--- src/rtl/jump_physics_if.sv ---
// jump_physics_if
//   Frame-rate bus between the operation decoder / platform logic and the
//   vertical-motion engine.
//   master : drives update, operation, floor_y; observes the sprite state.
//   slave  : the engine; consumes the requests and drives yout, airborne,
//            landed and busy_op.
//   update    : one-cycle frame tick
//   operation : one-hot request (001 big jump, 010 small jump, 100 drop)
//   floor_y   : floor height under the sprite this frame
//   yout      : sprite height (larger is higher)
//   airborne  : sprite is in the air
//   landed    : one-cycle pulse on touchdown
//   busy_op   : a request is latched and not yet consumed
interface jump_physics_if #(
  parameter int Y_W = 7
) ();
  logic           update;
  logic [2:0]     operation;
  logic [Y_W-1:0] floor_y;
  logic [Y_W-1:0] yout;
  logic           airborne;
  logic           landed;
  logic           busy_op;

  modport master (
    output update, operation, floor_y,
    input  yout, airborne, landed, busy_op
  );

  modport slave (
    input  update, operation, floor_y,
    output yout, airborne, landed, busy_op
  );
endinterface

--- src/rtl/jump_physics.sv ---
// jump_physics
//   Vertical-motion engine for the runner sprite. Integrates velocity and
//   gravity once per frame tick, tracks a per-frame floor height, clamps at
//   the ceiling, handles walk-off falls, drop-through and an optional
//   double jump.
//   clk   : single clock
//   reset : synchronous, active-low
//   bus   : jump_physics_if slave (update/operation/floor_y in,
//           yout/airborne/landed/busy_op out)
module jump_physics #(
  parameter int Y_W         = 7,
  parameter int Y_MAX       = 127,
  parameter int RESET_Y     = 20,
  parameter int BIG_V       = 9,
  parameter int SMALL_V     = 7,
  parameter int GRAVITY     = 1,
  parameter int VMAX_FALL   = 8,
  parameter int DOUBLE_JUMP = 0
) (
  input  logic          clk,
  input  logic          reset,
  jump_physics_if.slave bus
);

  localparam int V_W  = Y_W + 1;  // signed velocity width
  localparam int YS_W = Y_W + 2;  // signed working width for y + vel

  localparam logic signed [V_W-1:0]  BIG_VEL   = V_W'(BIG_V);
  localparam logic signed [V_W-1:0]  SMALL_VEL = V_W'(SMALL_V);
  localparam logic signed [V_W-1:0]  DROP_VEL  = V_W'(-1);
  localparam logic signed [V_W-1:0]  ZERO_VEL  = {V_W{1'b0}};
  localparam logic signed [V_W-1:0]  VMIN_VEL  = V_W'(-VMAX_FALL);
  localparam logic signed [YS_W-1:0] GRAV_S    = YS_W'(GRAVITY);
  localparam logic signed [YS_W-1:0] VMIN_S    = YS_W'(-VMAX_FALL);
  localparam logic signed [YS_W-1:0] YMAX_S    = YS_W'(Y_MAX);
  localparam logic [Y_W-1:0]         YMAX_U    = Y_W'(Y_MAX);
  localparam logic [Y_W-1:0]         RESET_Y_U = Y_W'(RESET_Y);
  localparam logic [2:0]             OP_NONE   = 3'b000;
  localparam logic [2:0]             OP_BIG    = 3'b001;
  localparam logic [2:0]             OP_SMALL  = 3'b010;
  localparam logic [2:0]             OP_DROP   = 3'b100;
  localparam logic                   DJ_EN     = (DOUBLE_JUMP != 0);

  typedef enum logic {GROUND = 1'b0, AIR = 1'b1} state_t;

  // State registers
  state_t                 state_r;
  logic [Y_W-1:0]         y_r;
  logic signed [V_W-1:0]  vel_r;
  logic [2:0]             pend_r;
  logic                   jumps_left_r;
  logic [Y_W-1:0]         drop_ref_r;
  logic                   drop_act_r;
  logic                   landed_r;

  // Next-state values
  state_t                 state_s;
  logic [Y_W-1:0]         y_s;
  logic signed [V_W-1:0]  vel_s;
  logic [2:0]             pend_s;
  logic                   jumps_left_s;
  logic [Y_W-1:0]         drop_ref_s;
  logic                   drop_act_s;
  logic                   landed_s;

  // Datapath helpers
  logic                   op_valid_s;
  logic                   jump_req_s;
  logic signed [V_W-1:0]  launch_vel_s;
  logic signed [YS_W-1:0] y_sum_s;
  logic signed [YS_W-1:0] vel_dec_s;
  logic signed [YS_W-1:0] floor_s;
  logic                   floor_ignored_s;
  logic                   land_ok_s;

  // Datapath: candidate height, decayed velocity and landing qualification
  always_comb begin
    op_valid_s   = (bus.operation == OP_BIG) || (bus.operation == OP_SMALL) ||
                   (bus.operation == OP_DROP);
    jump_req_s   = (pend_r == OP_BIG) || (pend_r == OP_SMALL);
    launch_vel_s = (pend_r == OP_BIG) ? BIG_VEL : SMALL_VEL;
    // Sign-extend velocity and zero-extend heights so y + vel cannot wrap
    y_sum_s      = $signed({2'b00, y_r}) + $signed({vel_r[V_W-1], vel_r});
    vel_dec_s    = $signed({vel_r[V_W-1], vel_r}) - GRAV_S;
    floor_s      = $signed({2'b00, bus.floor_y});
    // While dropping, any floor at or above the ledge we left is passed through
    floor_ignored_s = drop_act_r && (bus.floor_y >= drop_ref_r);
    land_ok_s    = (vel_r[V_W-1] || (vel_r == ZERO_VEL)) &&
                   (y_sum_s <= floor_s) && !floor_ignored_s;
  end

  // Next-state logic: request latch plus per-tick motion
  always_comb begin
    state_s      = state_r;
    y_s          = y_r;
    vel_s        = vel_r;
    pend_s       = pend_r;
    jumps_left_s = jumps_left_r;
    drop_ref_s   = drop_ref_r;
    drop_act_s   = drop_act_r;
    landed_s     = 1'b0;

    // First valid request wins; a tick consumes whatever is pending
    if ((pend_r == OP_NONE) && op_valid_s) begin
      pend_s = bus.operation;
    end else if (bus.update) begin
      pend_s = OP_NONE;
    end else begin
      pend_s = pend_r;
    end

    if (bus.update) begin
      case (state_r)
        GROUND: begin
          if (jump_req_s) begin
            vel_s        = launch_vel_s;
            state_s      = AIR;
            jumps_left_s = DJ_EN;
          end else if (pend_r == OP_DROP) begin
            vel_s      = DROP_VEL;
            drop_ref_s = y_r;
            drop_act_s = 1'b1;
            state_s    = AIR;
          end else if (bus.floor_y < y_r) begin
            // Walked off a ledge: start falling from rest
            vel_s   = ZERO_VEL;
            state_s = AIR;
          end else begin
            y_s = bus.floor_y;
          end
        end
        AIR: begin
          if (jump_req_s && jumps_left_r) begin
            vel_s        = launch_vel_s;
            jumps_left_s = 1'b0;
          end else begin
            vel_s = (vel_dec_s < VMIN_S) ? VMIN_VEL : vel_dec_s[V_W-1:0];
            if (y_sum_s[YS_W-1]) begin
              // Fell below zero: touch down at 0 even mid-drop
              y_s        = {Y_W{1'b0}};
              vel_s      = ZERO_VEL;
              state_s    = GROUND;
              landed_s   = 1'b1;
              drop_act_s = 1'b0;
            end else if (land_ok_s) begin
              y_s        = bus.floor_y;
              vel_s      = ZERO_VEL;
              state_s    = GROUND;
              landed_s   = 1'b1;
              drop_act_s = 1'b0;
            end else if (y_sum_s > YMAX_S) begin
              y_s   = YMAX_U;
              vel_s = ZERO_VEL;
            end else begin
              y_s = y_sum_s[Y_W-1:0];
            end
          end
        end
        default: begin
          state_s = GROUND;
        end
      endcase
    end else begin
      state_s = state_r;
    end
  end

  // State register with synchronous active-low reset
  always_ff @(posedge clk) begin
    if (!reset) begin
      state_r      <= GROUND;
      y_r          <= RESET_Y_U;
      vel_r        <= ZERO_VEL;
      pend_r       <= OP_NONE;
      jumps_left_r <= 1'b0;
      drop_ref_r   <= {Y_W{1'b0}};
      drop_act_r   <= 1'b0;
      landed_r     <= 1'b0;
    end else begin
      state_r      <= state_s;
      y_r          <= y_s;
      vel_r        <= vel_s;
      pend_r       <= pend_s;
      jumps_left_r <= jumps_left_s;
      drop_ref_r   <= drop_ref_s;
      drop_act_r   <= drop_act_s;
      landed_r     <= landed_s;
    end
  end

  assign bus.yout     = y_r;
  assign bus.airborne = (state_r == AIR);
  assign bus.landed   = landed_r;
  assign bus.busy_op  = (pend_r != OP_NONE);

endmodule

--- src/flat_wrapper.sv ---
// flat-port wrapper written by rule: the top's interface ports become plain ports
module jump_physics_flat 
#(
  parameter int Y_W         = 7,
  parameter int Y_MAX       = 127,
  parameter int RESET_Y     = 20,
  parameter int BIG_V       = 9,
  parameter int SMALL_V     = 7,
  parameter int GRAVITY     = 1,
  parameter int VMAX_FALL   = 8,
  parameter int DOUBLE_JUMP = 0
)
  (clk, reset, bus_update, bus_operation, bus_floor_y, bus_yout, bus_airborne, bus_landed, bus_busy_op);
  jump_physics_if #(.Y_W(Y_W)) bus_i ();
  input  logic clk;
  input  logic reset;
  input wire logic [$bits(bus_i.update)-1:0] bus_update;
  input wire logic [$bits(bus_i.operation)-1:0] bus_operation;
  input wire logic [$bits(bus_i.floor_y)-1:0] bus_floor_y;
  output wire logic [$bits(bus_i.yout)-1:0] bus_yout;
  output wire logic [$bits(bus_i.airborne)-1:0] bus_airborne;
  output wire logic [$bits(bus_i.landed)-1:0] bus_landed;
  output wire logic [$bits(bus_i.busy_op)-1:0] bus_busy_op;
  assign bus_i.update = bus_update;
  assign bus_i.operation = bus_operation;
  assign bus_i.floor_y = bus_floor_y;
  assign bus_yout = bus_i.yout;
  assign bus_airborne = bus_i.airborne;
  assign bus_landed = bus_i.landed;
  assign bus_busy_op = bus_i.busy_op;
  jump_physics #(.Y_W(Y_W), .Y_MAX(Y_MAX), .RESET_Y(RESET_Y), .BIG_V(BIG_V), .SMALL_V(SMALL_V), .GRAVITY(GRAVITY), .VMAX_FALL(VMAX_FALL), .DOUBLE_JUMP(DOUBLE_JUMP)) u_core (.clk(clk), .reset(reset), .bus(bus_i));
endmodule
--- config.mk ---
export PLATFORM = sky130hd
export DESIGN_NAME = jump_physics_flat
export DESIGN_NICKNAME = d
export VERILOG_FILES = /design/src/rtl/jump_physics_if.sv /design/src/rtl/jump_physics.sv /design/src/flat_wrapper.sv
export SDC_FILE = /design/constraint.sdc
export NUM_CORES = 1
export LEC_CHECK = 0
export CORE_ASPECT_RATIO = 0.75
export CORE_UTILIZATION = 52
export DETAILED_ROUTE_END_ITERATION = 10
export PLACE_DENSITY_LB_ADDON = 0.3
export SLEW_MARGIN = 20
export SYNTH_ARGS = -nofsm -noshare
export SYNTH_HDL_FRONTEND = slang
export SYNTH_SLANG_ARGS = --single-unit
--- constraint.sdc ---
create_clock -name clk -period 2.8 [get_ports clk]
set_input_delay 0.56 -clock clk [delete_from_list [all_inputs] [get_ports clk]]
set_output_delay 0.56 -clock clk [all_outputs]
set_load 0.005 [all_outputs]
==> results.md <==
- Status: finished, violations left
- Failing checks: setup timing
- Worst Path Arrival: 3.48 ns
- TritonCTS Buffers: 3
- Post-synthesis async set-or-reset flop share: 0
- Seq. cell area: 567 um^2
- Vias after detailed routing: 2,835
- Leak: 1.40 nW
- WL per Instance: 19.2 um
- Area Growth Syn to Fin: 42.8%
- Die area: 5000 um^2
- CTS tree: built
- Yosys top cell area share: 0.228
- Hold buffer count at cts: 0
- Count leader, synth: inv_1
- Avg Cell Area, Syn: 7.99 um^2
- Post-Synth XOR/XNOR Area: 0.0357
- Final Cycle Share: 1.18
- Fmax: 303 MHz
- Rel. slew slack: 0.513
- Share of layout cells above drive strength 1: 0.301
- Setup crit start: u_core.vel_r[0]
- Worst-case clock buffer depth: 2
- Initial antenna violation count: 0
- Core area: 4490 um^2
- Clk_skew: around 0.0090 ns
- R2r worst-path depth: 15
- Critical Path End Type: flip-flop
- Final setup violation count: 18
- Multi-input gate area: 1980 um^2
- Filler Cells Inserted: 306
- Hold WC Path Type: flip-flop to flip-flop
- Top FF cell, synth: dfxtp_1
- Final worst slack: -0.499 ns
- Largest family of logic cells by synthesized area: compound AO/OA/AOI/OAI gates
- Total power: 2.33 mW
- Max stage delay on crit path: 0.38 ns
- CTS sink cnt: 28
- Most used cell, CP: ha_4
- DP Wirelength: 5.70 mm
- CP Launch Type: flip-flop
- Die height: 61.5 um
- Tot GR Track Use: 0.334
- Post-Syn Area: approximately 2500 um^2
- DRT Wirelength: 8.41 mm
- Post-synth EDFFs: 0
- Initial Utilization: 0.546
- Critical Path RT: about 3 ns
- Worst Max-Slew Pin Slew: 0.731 ns
- Port Buf Inserts: 22
- CP max-delay cell: dfxtp_4
- Non-Filler Instances: 439
- Num rows: 21
- Die X: 81.3 um
- Multiplexer share of the synthesized area: 0
- 1st-pass router iterations: 5
- Yosys reg bits: 28
- Number of cells after detailed placement: 427
- Syn Nets: about 350
- First-pass GRT wire length: about 12 mm
- Top cells by area, synth: dfxtp_1 (23%), ha_1 (14%), a21oi_1 (4.9%)
- IO Pins: 23
- Slew Viols, Final: 0
- N_diodes: 0
- Min-delay src: u_core.drop_act_r
- Synth Instances: between 300 and 400
- Yosys Warn Count: 0
- Fin. Hold Viols: 0
- Post-Synth Simple-Gate Area: 0.188
- Clk pin slew, worst setup/hold paths: 0.10 ns
- Adder-Cell Fraction of Synth Area: 0.151
- Min cycle time layout: 3.30 ns
- Critical Path, Cell by Cell: ha_4 -> inv_2 -> fa_2 -> nor2b_1 -> o31a_1 -> nor3_2 -> a2bb2oi_2 -> ha_4 -> o21a_1 -> o22ai_2 -> a31o_2 -> a21oi_4 -> buf_6 -> o311ai_2 -> a311oi_2
- Number of buffers and inverters on the critical path: 2
- H-tree depth: 1
- Leading area contributor after synthesis: dfxtp_1
- Cell Pwr Density: 665 nW/um^2
- Largest net degree at the start of global routing: 22
- Initial DRC count: 370
- Top delay family on crit path: compound AO/OA/AOI/OAI gates
- Post-route DRC: 0
- Synth Area in Compound Gates: 0.319
- CP Depth: 15
- Sequential share of the synthesized area: 0.228
- Crit-path max FO: 7
- Hold path cells: 2
- Maxcap violations: 0
- Root Buffer: clkbuf_8
- GP Congestion: 0.913
- Clock Latency Late Sink: 0.28 ns
- Vias per cell: approximately 6.5
- Worst VDD drop: 0.320 mV
- Post-layout nets: 425
- Most frequent cells after synthesis: inv_1 (31), nor2_1 (29), dfxtp_1 (28), ha_1 (28), a21oi_1 (24)
- Post-DRT Antenna Nets: 0
- Critical setup path kind: flip-flop to flip-flop
- RSZ-0062 raised after global routing: true
- Grt ovf: 0
- Worst r2r src: u_core.vel_r[0]
- Number of global-route vias before repair: 2,541
- Netlist cell types: 58
kinds of logic (layout without fill, tap and decap cells):
| logic type | after synthesis | in the layout |
|---|---|---|
| compound gates | 106 | 106 |
| simple gates | 88 | 88 |
| buf+inv | 46 | 121 |
| fa+ha+maj | 29 | 29 |
| flops | 28 | 28 |
| xor+xnor | 10 | 10 |
layout by cell type (no fill, tap or decap), types with 4 or more instances in the layout:
master and count:
inv_1 30, nand2_1 15, clkbuf_8 4, o21ai_0 10, a221oi_2 4, nor2b_1 4, buf_6 4, dfxtp_1 25
ha_1 26, o21a_1 4, nor4b_1 4, nand4_1 4, clkdlybuf4s50_1 22, buf_4 59, nand3_2 4, a211oi_2 6
xnor2_1 7, a31oi_1 4, a21oi_1 21, o211ai_1 7, nor3_1 7, nor2_1 29
cell type report:
cell class / count / share of cell area
Clock buffer: 4 / 0.0157
Inverter: 32 / 0.0343
Multi-Input combinational cell: 233 / 0.566
Sequential cell: 28 / 0.162
Tap cell: 57 / 0.0204
Timing Repair Buffer: 85 / 0.202
layer usage:
layer	wire length, um	up-vias	track usage
li1	-	1303	-
met1	3520	1317	0.426
met2	3800	167	0.563
met3	670	48	0.0652
met4	416	0	0.122
met5	0	-	0
per-stage QoR:
step	area, um^2	util	setup TNS [ns]	hold slack, ns	setup WS (ns)
final	3500	0.780	-6.56	0.484	-0.499
after global placement	3140	0.699	-2.88	0.448	-0.275
after detailed placement	3140	0.699	-5.69	0.463	-0.458
after floorplan	2500	-	-1.50	0.442	-0.145
after CTS	3410	0.758	-4.00	0.492	-0.271
after global routing	3500	0.780	-8.18	0.503	-0.549
registers in the layout, indices dropped and copies added, names as in the netlist:
signal and cells:
u_core.drop_ref_r 7, u_core.vel_r 8, u_core.drop_act_r 1, u_core.bus.airborne 1, u_core.pend_r 3, u_core.bus.landed 1
u_core.bus.yout 7
path summary, 6_finish.rpt:
path,slack [ns],to
setup reg to reg,-0.50,u_core.vel_r[5]
setup / recovery,-0.50,u_core.vel_r[5]
hold reg to reg,0.48,u_core.drop_act_r
hold / removal,0.48,u_core.drop_act_r
worst register-to-register path, delay by kind of cell (launching register included):
| kind | cells | cell delay (ns) |
|---|---|---|
| AO/OA/AOI/OAI | 8 | 1.65 |
| adder cells (fa/ha/maj) | 3 | 0.75 |
| flip-flops | 1 | 0.38 |
| AND/OR/NAND/NOR | 2 | 0.22 |
| buffers and inverters | 2 | 0.19 |
timing repair:
| item | CTS | global route |
|---|---|---|
| setup endpoints to repair | 18 | 18 |
| pin swaps | 27 | 18 |
| setup buffers | 4 | 5 |
| resized for setup | 32 | 10 |
power by group:
part | switching, mW | total [mW] | internal [mW]
Clock | 0.132 | 0.259 | 0.126
Sequential | 0.0441 | 0.489 | 0.445
Combinational | 0.850 | 1.58 | 0.733
Power figures use the tool's default switching activity.
